[src/rtl/fxp_convert_pipe.sv]
// Multi-channel signed fixed-point format converter: align/round, then saturate/wrap,
// two register stages with valid/ready flow and sticky per-channel overflow reporting.
module fxp_convert_pipe #(
  parameter int unsigned N_INT_IN   = 8,
  parameter int unsigned N_MANT_IN  = 23,
  parameter int unsigned N_INT_OUT  = 8,
  parameter int unsigned N_MANT_OUT = 23,
  parameter int unsigned N_CH       = 1,
  parameter int unsigned ROUND_MODE = 1,
  parameter int unsigned SATURATE   = 1,
  parameter int unsigned CNT_W      = 16
) (
  input  logic                                      clk,
  input  logic                                      rstn,
  input  logic                                      in_valid,
  output logic                                      in_ready,
  input  logic [N_CH*(N_INT_IN+N_MANT_IN+1)-1:0]    in_data,
  output logic                                      out_valid,
  input  logic                                      out_ready,
  output logic [N_CH*(N_INT_OUT+N_MANT_OUT+1)-1:0]  out_data,
  output logic [N_CH-1:0]                           ovf_flag,
  output logic [CNT_W-1:0]                          ovf_count,
  input  logic                                      ovf_clear
);

  localparam int unsigned W_IN  = N_INT_IN + N_MANT_IN + 1;
  localparam int unsigned W_OUT = N_INT_OUT + N_MANT_OUT + 1;
  localparam int          D     = int'(N_MANT_IN) - int'(N_MANT_OUT);
  localparam int unsigned SHL   = (D < 0) ? -D : 0;
  localparam int unsigned SHR   = (D > 0) ? D : 0;
  // Internal width leaves headroom for the rounding carry and for left alignment.
  localparam int unsigned WI    = W_IN + 2 + SHL;
  localparam int unsigned WC    = ((WI > W_OUT) ? WI : W_OUT) + 1;
  localparam logic signed [WC-1:0] MAX_V = (WC'(1) << (W_OUT - 1)) - WC'(1);
  localparam logic signed [WC-1:0] MIN_V = -(WC'(1) << (W_OUT - 1));

  logic                           v1;
  logic                           rdy1;
  logic                           rdy2;
  logic                           s2_fire;
  logic                           any_ovf;
  logic [N_CH-1:0][WI-1:0]        s1_d;
  logic [N_CH-1:0][WI-1:0]        s1_q;
  logic [N_CH-1:0][W_OUT-1:0]     s2_d;
  logic [N_CH-1:0]                ovf_d;

  assign rdy2     = !out_valid || out_ready;
  assign rdy1     = !v1 || rdy2;
  assign in_ready = rdy1;
  assign s2_fire  = v1 && rdy2;
  assign any_ovf  = s2_fire && (|ovf_d);

  for (genvar k = 0; k < N_CH; k++) begin : g_ch
    logic signed [W_IN-1:0] x;
    logic signed [WC-1:0]   v;
    logic [W_OUT-1:0]       r;

    assign x = in_data[k*W_IN +: W_IN];

    if (D > 0) begin : g_rnd
      logic signed [WI-1:0] ext;
      logic signed [WI-1:0] sum;
      logic signed [WI-1:0] shr;
      logic [SHR-1:0]       half;
      always_comb begin
        half          = '0;
        half[SHR-1]   = 1'b1;
        ext           = WI'(x);
        sum           = (ROUND_MODE == 0) ? ext : ext + (WI'(1) << (SHR - 1));
        shr           = sum >>> SHR;
        // Convergent: an exact tie always lands on the even neighbour.
        if (ROUND_MODE == 2 && x[SHR-1:0] == half) shr[0] = 1'b0;
      end
      assign s1_d[k] = shr;
    end else begin : g_shl
      assign s1_d[k] = WI'(x) <<< SHL;
    end

    assign v = WC'($signed(s1_q[k]));
    assign ovf_d[k] = (v > MAX_V) || (v < MIN_V);

    always_comb begin
      r = v[W_OUT-1:0];
      if (SATURATE != 0) begin
        if (v > MAX_V)      r = MAX_V[W_OUT-1:0];
        else if (v < MIN_V) r = MIN_V[W_OUT-1:0];
      end
    end
    assign s2_d[k] = r;
  end

  // Two-stage pipeline; each stage holds while the next one is stalled.
  always_ff @(posedge clk or negedge rstn) begin
    if (!rstn) begin
      v1        <= 1'b0;
      out_valid <= 1'b0;
      s1_q      <= '0;
      out_data  <= '0;
    end else begin
      if (rdy1)              v1        <= in_valid;
      if (in_valid && rdy1)  s1_q      <= s1_d;
      if (rdy2)              out_valid <= v1;
      if (s2_fire)           out_data  <= s2_d;
    end
  end

  // Overflow status; a clear in the same cycle as an overflow beat keeps that beat.
  always_ff @(posedge clk or negedge rstn) begin
    if (!rstn) begin
      ovf_flag  <= '0;
      ovf_count <= '0;
    end else if (ovf_clear) begin
      ovf_flag  <= s2_fire ? ovf_d : '0;
      ovf_count <= any_ovf ? CNT_W'(1) : '0;
    end else begin
      if (s2_fire) ovf_flag <= ovf_flag | ovf_d;
      if (any_ovf && ovf_count != '1) ovf_count <= ovf_count + CNT_W'(1);
    end
  end

endmodule

[config.mk]
export PLATFORM = sky130hd
export DESIGN_NAME = fxp_convert_pipe
export DESIGN_NICKNAME = d
export VERILOG_FILES = /design/src/rtl/fxp_convert_pipe.sv
export SDC_FILE = /design/constraint.sdc
export NUM_CORES = 1
export LEC_CHECK = 0
export ABC_AREA = 0
export ABC_CLOCK_PERIOD_IN_PS = 1950
export BUFFER_PORTS_ARGS = -buffer_cell sky130_fd_sc_hd__buf_4
export CAP_MARGIN = 20
export CELL_PAD_IN_SITES_DETAIL_PLACEMENT = 1
export CELL_PAD_IN_SITES_GLOBAL_PLACEMENT = 1
export CORE_ASPECT_RATIO = 1.75
export CORE_MARGIN = 4
export CORE_UTILIZATION = 30
export DETAILED_ROUTE_END_ITERATION = 12
export GPL_TIMING_DRIVEN = 1
export HOLD_SLACK_MARGIN = 0.05
export PLACE_DENSITY_LB_ADDON = 0.1
export SLEW_MARGIN = 20
export SYNTH_ARGS = -nofsm -noshare
export SYNTH_HDL_FRONTEND = slang
export SYNTH_SLANG_ARGS = --single-unit
[constraint.sdc]
create_clock -name clk -period 1.95 [get_ports clk]
set_input_delay 0.195 -clock clk [delete_from_list [all_inputs] [get_ports clk]]
set_output_delay 0.195 -clock clk [all_outputs]
set_load 0.01 [all_outputs]
* Yosys cells after proc, flatten, opt, wreduce, memory -nomap -nowiden
Index checks and enable logic that the tools add are counted.
Storage, ports and cells: register bits 83, input bits 37
Operators by class: $lt $le $gt $ge 2, reductions and logical operators 11, $add $sub $neg 1, muxes and demuxes 8, equality and inequality tests 1, bitwise logic cells 1
Operators with widths (number):
- $mux 32 | 2
- $gt 32x32->1 const B | 1
- $lt 32x32->1 const B | 1
- $mux 16 | 2
- $add 16x1->16 const B | 1
- $ne 16x16->1 const B | 1
- $logic_and 1x1->1 | 4
- $mux 1 | 4
- $reduce_bool 2->1 | 2
- $logic_or 1x1->1 | 3
- $logic_not 1->1 | 2
- $or 1x1->1 | 1

* Depth between registers and ports, before layout
Gate-level depths: netlist of the first run.
depth after elaboration 7, mapped depth 4

* Worst setup path after synthesis of the first run
OpenSTA, ideal clock, no wires.
path type flip-flop to flip-flop, start register out_valid, end register s1_q[10] in the netlist's numbering, clock period less this slack 1262 ps, stages on the path, launching flop included 5, data required time 1825 ps, data arrival time 1137 ps, path slack 688 ps, path through dfrtp_1 nand3b_4 nand2_4 buf_12 mux2_4
Between the ends: cells in the longest elaborated chain, start to end 4
Ends and longest elaborated chain:
- start, declared | line 18 | output logic out_valid,
- start signal, assigned | line 102 | if (rdy2) out_valid <= v1;
- $logic_not 1->1 | line 47 | assign rdy2 = !out_valid || out_ready;
- $logic_or 1x1->1 | line 47
- $logic_or 1x1->1 | line 48 | assign rdy1 = !v1 || rdy2;
- named net in_ready | line 16 | output logic in_ready,
- $logic_and 1x1->1 | line 101 | if (in_valid && rdy1) s1_q <= s1_d;
- end signal, assigned | line 97 | s1_q <= '0;
- end signal, assigned | line 101
- end, declared | line 43 | logic [N_CH-1:0][WI-1:0] s1_q;
The timed path passes the listed nets, and every way through them passes these cells. A chain may end at the register's enable or synchronous reset.

* Worst setup path in the final report of the first run
start register out_valid, end register out_data[31]
Between the ends: cells in the longest elaborated chain, start to end 3
Ends and longest elaborated chain:
- $logic_not 1->1 | line 47
- $logic_or 1x1->1 | line 47
- $logic_and 1x1->1 | line 50 | assign s2_fire = v1 && rdy2;
- end signal, assigned | line 98 | out_data <= '0;
- end signal, assigned | line 103 | if (s2_fire) out_data <= s2_d;
- end, declared | line 20 | output logic [N_CH*(N_INT_OUT+N_MANT_OUT+1)-1:0] out_data,
Every way passes these cells.

==> key figures, run 1 <==
Critical path
  – CP Cell Sequence: nand2b_1 -> nand2_2 -> buf_12 -> mux2_2
  – Crit Path Category: flip-flop to flip-flop
  – Reg2reg path depth: 4
  – Slowest cell on the critical path: dfrtp_1
  – Slowest stage delay, CP: about 0.4 ns
  – Worst Path Arrival: 1.69 ns
  – Critical path peak fanout: 27
  – Crit. End Element: flip-flop
  – Startpoint types: flip-flop
  – Worst Path Required: 2.16 ns

Timing
  – Setup ws final: 0.478 ns
  – Setup TNS: 0 ns
  – Fin crit share: 75.5%
  – Final setup fails: 0
  – Fin crit period: 1.47 ns
  – Final Max Slew Viols: 0
  – Setup Skew: approximately 0.0042 ns
  – Slew at the pin with the worst max-slew slack: approximately 0.61 ns
  – Max Clock Freq: roughly 680 MHz
  – Slew margin rel.: approximately three fifths
  – Unrepaired setup endpoints after global routing: false
  – Final Hold Fails: 0

Routing
  – Antenna Violating Nets Remaining: 0
  – Top sig layer: met4
  – DRC viols: 0
  – Routed via count: 1757
  – Drt first-iter violations: 29
  – DRT Wirelength: just under 7 mm
  – Pre-Repair DR Iteration Count: 3
  – Wire length per cell: 16.8 um
  – Met2 WL post-DR: 3.44 mm
  – Met3 wire length: 375 um
  – Via density per instance: 4.32
  – Wl on met1: 2.88 mm

Pwr
  – Leak pwr: 2.19 nW
  – Power per standard cell area: 1090 nW/um^2
  – Max VDD drop: between 400 and 500 uV

Die
  – Die Y: 146 um
  – Die extent in x: 87.1 um
  – Core Rows: 50
  – Num ports: 88
  – Full die area: 12800 um^2
  – Starting density of the core: 30.7%
  – Core region area: approximately 11000 um^2

Synth
  – Syn_area_per_cell: 18.6 um^2
  – Syn Std Cell Area: 3280 um^2
  – Synth Area in Compound Gates: 0%
  – Syn_nets: 214
  – Yosys reg bits: 83
  – Cells after synthesis: 177
  – Count of cell types in the netlist: 12
  – Mux share of post-synthesis cell area: 28.8%
  – Cells taking the most area after synthesis: dfrtp_1 (63%), mux2_4 (27%), nor2b_1 (3.2%)
  – Post-synthesis xor/xnor area fraction: 0%
  – Seq/Total Area, Yosys: 63.2%
  – Synth Area in Adders: 0%
  – Cell taking the most area after synthesis: dfrtp_1
  – Simple-gate share of the synthesized area: 4.99%
  – Largest family of logic cells by synthesized area: multiplexers
  – Yosys warnings: 0
  – Yosys top cell area share: 63.2%

Layout
  – NumNets Final: approximately 310
  – Ant diodes: 0
  – Share of layout cells above drive strength 1: about three fifths
  – Area Growth Syn to Fin: 32.0%
  – Filler cell count: 1099
  – Total area of sequential cells: 2080 um^2
  – Multi-input combinational cell area: 1110 um^2
  – Finished Cell Area: between 4000 and 5000 um^2

Global route
  – Vias in the first global route: between 2000 and 2500
  – Initial antenna violation count: 0
  – Total track usage: a little under an eighth
  – Gr ovfl total: 0
  – First-pass GRT wire length: 11.0 mm
  – Largest net degree at the start of global routing: between 40 and 50

Clock network
  – Clk root buf: clkbuf_16
  – Reg clk slew, reported paths: 0.06 ns
  – H-tree depth: 3
  – Insertion delay to the later sink of the worst-skew pair: 0.33 ns
  – Max Root-Sink Buffers: 2
  – # clock sinks: 83
  – CTS tree: built
  – Post-CTS resize count: 0
  – Num CTS Buffers: 9

Run
  – Max Cap Viol: 0

Status
  – Status: finished clean

Hold path
  – WHS Path Cells: 2
  – HP Class: primary input to flip-flop

Placement
  – Pre-CTS WS: 0.457 ns
  – Placed inst area: 4060 um^2
  – Final Wtd Congestion: 0.653
  – Number of port buffers: 87
  – Dpl hpwl: about 4.6 mm
==> worst max-delay path: cells and delay by family (launching register included) <==
kind          cells  cell delay, ns
mux               1            0.36
flops             1            0.41
buf+inv           1            0.27
simple gates      2            0.31
==> per-stage QoR <==
step	util, %	hold slack [ns]	instances	total power [W]
after detailed placement	38.0	0.260	390	0.00325
after floorplan	-	-0.101	177	0.00277
final	40.5	0.0855	407	0.00472
after global routing	40.5	0.0727	407	0.00499
after CTS	40.5	0.0711	407	0.00483
after global placement	38.0	0.254	390	0.00323
==> registers in the layout (all words and copies together) (netlist names) <==
name and count:
out_valid 1, v1 1, s1_q 32, ovf_flag 1
ovf_count 16, out_data 32
==> layout by cell type, fill, tap and decap left out <==
master and instances:
buf_12 3, dfrtp_1 83, buf_4 87, or2b_1 1, nor2b_1 17, nand2_2 1
nand3b_4 1, mux2_4 60, clkinv_2 3, mux2_2 4, dlygate4sd3_1 1, clkbuf_16 9
clkbuf_1 2, nand2_4 1, nand2b_1 2, clkinvlp_4 2
==> area by class of cell <==
| cell class | instances | area share [%] |
|---|---|---|
| multi-input combinational | 87 | 25.6 |
| clock inverter | 5 | 0.693 |
| tap | 130 | 3.75 |
| sequential | 83 | 47.9 |
| clock buffer | 11 | 5.37 |
| timing repair buffer | 91 | 16.7 |
==> metal layers <==
metal / up-vias / GRT usage, %
met5: - / 0
met2: 59 / 17.5
met1: 895 / 14.8
li1: 794 / -
met3: 9 / 2.99
met4: 0 / 5.99
==> final timing paths <==
| path | start | end | slack [ns] |
|---|---|---|---|
| min in group asynchronous | rstn | ovf_count[15] | 0.42 |
| worst max-delay path | out_valid | out_data[31] | 0.48 |
| max in group asynchronous | rstn | s1_q[28] | 0.89 |
| worst max register to register | out_valid | out_data[31] | 0.48 |
| worst min register to register | ovf_count[0] | ovf_count[0] | 0.50 |
| worst min-delay path | in_valid | v1 | 0.09 |
==> power by group <==
| group | leakage, nW | internal (W) | total (W) | switching, W |
|---|---|---|---|---|
| registers | 1.01 | 0.00200 | 0.00218 | 0.000178 |
| logic | 1.06 | 0.000666 | 0.00102 | 0.000352 |
| clock network | 0.125 | 0.000856 | 0.00152 | 0.000661 |
==> synth_stat cells <==
library cell and number:
buf_6 3, mux2_2 4, clkbuf_1 1, or2b_1 1, nand2b_1 2, nand2_2 1
dfrtp_1 83, mux2_4 60, buf_12 3, nand2_4 1, nand3b_4 1, nor2b_1 17
==> cell families after synthesis <==
kind of cell | after synthesis
flops | 83
mux | 64
simple gates | 23
buf+inv | 7
==> what timing repair did <==
item	CTS	global route
setup buffers	0	0
endpoints found under the hold margin	46	0
hold buffers	1	0
Note: power is estimated with default switching activity, not from simulation.
==> run 2, diff against run 1 <==
--- a/config.mk
+++ b/config.mk
@@ -6,7 +6,7 @@
 export NUM_CORES = 1
 export LEC_CHECK = 0
 export ABC_AREA = 0
-export ABC_CLOCK_PERIOD_IN_PS = 1950
+export ABC_CLOCK_PERIOD_IN_PS = 1250
 export BUFFER_PORTS_ARGS = -buffer_cell sky130_fd_sc_hd__buf_4
 export CAP_MARGIN = 20
 export CELL_PAD_IN_SITES_DETAIL_PLACEMENT = 1
==> constraint.sdc (replaced) <==
create_clock -name clk -period 1.25 [get_ports clk]
set_input_delay 0.125 -clock clk [delete_from_list [all_inputs] [get_ports clk]]
set_output_delay 0.125 -clock clk [all_outputs]
set_load 0.01 [all_outputs]
==> run 2 against run 1 <==
Compared with the run above:
- the run now ends with negative setup slack left
- global-route usage is 1.2 points higher
- sequential cell count unchanged
- register-to-register slack got worse by 0.51 ns
- sequential power grew 56%
- final cell count is 9.8% higher
- clock power grew 75%
- clock skew is 0.0054 ns higher
- non-clock buffer count is 40 higher
- critical path type unchanged
- largest cell class unchanged
- highest routed layer unchanged
==> key figures, run 2 (same netlist as run 1, synthesis figures left out) <==
Status
  – Failing checks: negative setup slack
  – Status: finished with violations

Placement
  – Final Wtd Congestion: 0.662
  – Number of port buffers: 87
  – Placed inst area: 4150 um^2
  – Dpl hpwl: between 4 and 5 mm
  – Placed cells: 397

Timing
  – Setup ws final: -0.0322 ns
  – Worst hold slack: 0.0935 ns
  – Final Max Slew Viols: 0
  – Fin crit share: 103%
  – Final Hold Fails: 0
  – Fin crit period: 1.28 ns
  – Unrepaired setup endpoints after global routing: true
  – Setup TNS: -0.592 ns
  – Slew at the pin with the worst max-slew slack: around 0.31 ns
  – Setup Skew: ~0.0096 ns
  – Slew margin rel.: 79.6%
  – Max Clock Freq: 780 MHz
  – Final setup fails: 51

Critical path
  – Worst r2r src: out_valid
  – Critical path peak fanout: 15
  – Startpoint types: flip-flop
  – Crit. End Element: flip-flop
  – Worst Path Required: 1.46 ns
  – Worst Path Arrival: 1.49 ns
  – Reg2reg path depth: 4
  – Reg-to-reg endpoint: out_data[20]
  – Crit Path Category: flip-flop to flip-flop
  – Internal reg-to-reg setup slack: -0.03 ns

Die
  – Starting density of the core: a little under a third
  – Die Y: 146 um
  – Core region area: 10700 um^2
  – Num ports: just under 90
  – Die extent in x: roughly 87 um
  – Full die area: 12800 um^2
  – Core Rows: 50

Layout
  – Most frequent cells in the layout: buf_4 (90), dfrtp_1 (83), mux2_4 (64), dlygate4sd3_1 (34), nor2b_1 (17)
  – NumNets Final: 349
  – Top flop regs: out_data (32), s1_q (32), ovf_count (16)
  – Share of layout cells above drive strength 1: between 50% and 60%
  – Ant diodes: 0
  – Finished Cell Area: 4810 um^2
  – Commonest non-fill, non-tap cell in the layout: buf_4
  – Layout Cells excl Fill: ~450
  – Area Growth Syn to Fin: 46.6%
  – Filler cell count: 1068

Clock network
  – CTS tree: built
  – Insertion delay to the later sink of the worst-skew pair: ~0.33 ns
  – Clk root buf: clkbuf_16
  – H-tree depth: 3
  – # clock sinks: 83
  – Num CTS Buffers: 9
  – Post-CTS Setup Inserts: 0
  – Reg clk slew, reported paths: 0.07 ns
  – Max Root-Sink Buffers: 2

Global route
  – Total track usage: about 13%
  – Initial antenna violation count: 0
  – Largest net degree at the start of global routing: 29
  – Vias in the first global route: 2226
  – First-pass GRT wire length: 12.3 mm
  – Gr ovfl total: 0

Routing
  – Pre-Repair DR Iteration Count: 3
  – Routed via count: 1933
  – Wire length per cell: 16.6 um
  – DRT Wirelength: 7.44 mm
  – Antenna Violating Nets Remaining: 0
  – DRC viols: 0
  – Via density per instance: 4.32
  – Drt first-iter violations: 45

Hold path
  – Hold Path End: ovf_count[5]
  – HP Class: primary input to flip-flop
  – WHS Path Cells: 2
  – HP Start: ovf_clear

Pwr
  – Max VDD drop: 767 uV
  – Total power: 0.00781 W
  – Leak pwr: 2.41 nW
  – Power per standard cell area: 1620 nW/um^2

Run
  – Max Cap Viol: 0
==> run 2: layout make-up <==
cell class                      instances  area, um^2  share of cell area (%)
Multi-Input combinational cell         87        1120                    23.4
Clock inverter                          7        76.3                    1.59
Timing Repair Buffer                  131        1150                    23.8
Tap cell                              130         163                    3.38
Sequential cell                        83        2080                    43.2
Clock buffer                            9         225                    4.68
==> run 2: per-stage QoR <==
stage	worst slack [ns]	utilization (%)
after floorplan	-0.00234	-
after global placement	-0.00294	38.8
after detailed placement	-0.0388	38.8
after CTS	-0.0541	44.9
after global routing	-0.0792	45.0
final	-0.0322	45.0
==> run 2: critical path, stage by stage (launching register included) <==
cell and delay (ns):
dfrtp_1 0.41, nand2b_1 0.11, nand2_2 0.14, buf_12 0.19, mux2_4 0.31
==> run 2: timing repair <==
item	4_1_cts	5_1_grt
hold endpoints to repair	116	0
cloned	0	0
pin swaps	1	0
hold buffers	34	0
endpoints found under the setup margin	61	64
resized for setup	3	2
==> run 2: worst max-delay path by stage <==
stage | from | to | depth (start not counted)
final | out_valid | out_data[20] | 4
after global routing | v1 | in_ready | 3
after CTS | v1 | in_ready | 3
after detailed placement | out_valid | out_data[7] | 4
after global placement | v1 | s1_q[31] | 4
after floorplan | out_valid | out_data[10] | 4
==> run 2: report_power, final <==
group	switching (W)	leakage [nW]	internal (W)
sequential	0.000279	1.01	0.00312
clock	0.00110	0.142	0.00156
combinational	0.000585	1.27	0.00116
total	0.00197	2.41	0.00584
==> run 2: layer usage <==
metal / vias up / wire, um / global-route usage (%)
met4: 0 / 150 / 5.38
li1: 871 / - / -
met2: 60 / 3850 / 20.1
met3: 13 / 428 / 3.90
met5: - / 0 / 0
met1: 989 / 3010 / 15.9
==> run 3, diff against run 2 <==
--- a/config.mk
+++ b/config.mk
@@ -11,7 +11,6 @@
 export CAP_MARGIN = 20
 export CELL_PAD_IN_SITES_DETAIL_PLACEMENT = 1
 export CELL_PAD_IN_SITES_GLOBAL_PLACEMENT = 1
-export CORE_ASPECT_RATIO = 1.75
 export CORE_MARGIN = 4
 export CORE_UTILIZATION = 30
 export DETAILED_ROUTE_END_ITERATION = 12
@@ -22,3 +21,4 @@
 export SYNTH_ARGS = -nofsm -noshare
 export SYNTH_HDL_FRONTEND = slang
 export SYNTH_SLANG_ARGS = --single-unit
+export TNS_END_PERCENT = 1
==> run 3 against run 2 <==
Compared with the run above:
- the flow still finishes with violations (negative setup slack)
- critical endpoint is now s1_q[28]
- register-to-register slack lost 0.03 ns
- die area is 0.52% lower
- critical path type unchanged
- maximum frequency shrank 2.4%
- hold slack gained 0.17 ns
- worst setup slack lost 0.032 ns
- sequential power about the same
- clock-buffer cell count stayed put
- cell area shrank 0.65%
==> key figures, run 3 (same netlist as run 1, synthesis figures left out) <==
Clock network
  – Max Root-Sink Buffers: 2
  – # clock sinks: 83
  – CTS tree: built
  – Clk root buf: clkbuf_8
  – Reg clk slew, reported paths: roughly 0.10 ns
  – H-tree depth: 3
  – Insertion delay to the later sink of the worst-skew pair: 0.35 ns
  – Num CTS Buffers: 9

Routing
  – Pre-Repair DR Iteration Count: 4
  – Routed via count: 1929
  – Drt first-iter violations: between 40 and 50
  – Antenna Violating Nets Remaining: 0
  – DRC viols: 0
  – Wire length per cell: 15.2 um
  – DRT Wirelength: 6.93 mm
  – Via density per instance: 4.23

Global route
  – Gr ovfl total: 0
  – Total track usage: roughly an eighth
  – Vias in the first global route: 2226
  – Largest net degree at the start of global routing: 84
  – First-pass GRT wire length: 11.7 mm
  – Initial antenna violation count: 0

Critical path
  – Startpoint types: flip-flop
  – Reg2reg path depth: 5
  – Worst Path Arrival: approximately 1.6 ns
  – Crit. End Element: flip-flop
  – Critical path peak fanout: 11
  – Internal reg-to-reg setup slack: -0.06 ns
  – Crit Path Category: flip-flop to flip-flop
  – Worst Path Required: 1.49 ns

Layout
  – Ant diodes: 0
  – Top flop regs: out_data (32), s1_q (32), ovf_count (16)
  – Most frequent cells in the layout: buf_4 (88), dfrtp_1 (83), mux2_4 (60), dlygate4sd3_1 (35), nor2b_1 (17)
  – Share of layout cells above drive strength 1: 56.9%
  – Commonest non-fill, non-tap cell in the layout: buf_4
  – NumNets Final: between 300 and 400
  – Post-Route Utilization: a little under half
  – Area Growth Syn to Fin: 45.6%

Timing
  – Unrepaired setup endpoints after global routing: true
  – Setup Skew: 0.0128 ns
  – Fin crit period: 1.31 ns
  – Final Hold Fails: 0
  – Setup ws final: -0.0641 ns
  – Slew margin rel.: 70.0%
  – Final setup fails: between 50 and 60
  – Max Clock Freq: 761 MHz
  – Final Max Slew Viols: 0
  – Slew at the pin with the worst max-slew slack: 0.450 ns
  – Fin crit share: 105%

Pwr
  – Total power: about 0.0073 W
  – Max VDD drop: 627 uV
  – Leak pwr: 2.39 nW
  – Power per standard cell area: 1530 nW/um^2

Die
  – Core Rows: 37
  – Die Y: 113 um
  – Num ports: 88
  – Starting density of the core: 31.3%
  – Core region area: 10500 um^2
  – Die extent in x: 113 um
  – Full die area: about 13000 um^2

Placement
  – Number of port buffers: 87
  – Final Wtd Congestion: 0.661
  – Dpl hpwl: 4.55 mm
  – Pre-CTS WS: -0.0338 ns

Hold path
  – WHS Path Cells: 3
  – HP Class: primary input to flip-flop

Status
  – Failing checks: negative setup slack
  – Status: finished with violations

Run
  – Max Cap Viol: 0
-- run 3: layer usage --
metal	GRT usage (%)	share of wire [%]	wire (um)	up-vias
met1	14.7	43	3010	989
met5	0	0	0	-
met3	2.91	4.7	329	9
met2	19.4	50	3500	52
li1	-	-	-	879
met4	4.33	1.4	97	0
-- run 3: final cells by class --
type / instances / area (um^2)
Clock buffer: 9 / 124
Sequential cell: 83 / 2080
Timing Repair Buffer: 134 / 1200
Clock inverter: 7 / 100
Fill cell: 1060 / 5730
Tap cell: 136 / 170
Multi-Input combinational cell: 87 / 1110
-- run 3: path summary, 6_finish.rpt --
path	start	to
worst max-delay path	out_valid	s1_q[28]
worst min register to register	ovf_count[15]	ovf_count[15]
min in group asynchronous	rstn	ovf_count[5]
worst max register to register	out_valid	s1_q[28]
max in group asynchronous	rstn	out_data[10]
worst min-delay path	out_ready	out_valid
-- run 3: power breakdown --
group / internal (W) / switching [W] / total, W
Sequential: 0.00312 / 0.000275 / 0.00339
Clock: 0.00114 / 0.00102 / 0.00217
Combinational: 0.00117 / 0.000582 / 0.00176
-- run 3: stage by stage --
stage          TNS, ns  cell area (um^2)  instances  hold WS [ns]
4_1_cts          -3.53              4770        456         0.215
5_1_grt          -5.40              4780        456         0.273
2_1_floorplan   -0.112              3280        177        -0.171
3_3_place_gp    -0.349              4180        404         0.200
3_5_place_dp     -1.24              4180        404         0.200
6_report         -1.94              4780        456         0.267
-- run 3: repair_timing --
item	in CTS	in global routing
resized for setup	3	2
setup buffers	1	0
endpoints found under the setup margin	61	62
hold buffers	35	0
hold endpoints to repair	119	0
-- run 3: critical path, stage by stage, from the launching register on --
cell      delay (ns)
dfrtp_1         0.38
buf_6           0.12
nand3b_4        0.09
nand2_4         0.14
buf_12          0.17
mux2_4          0.30
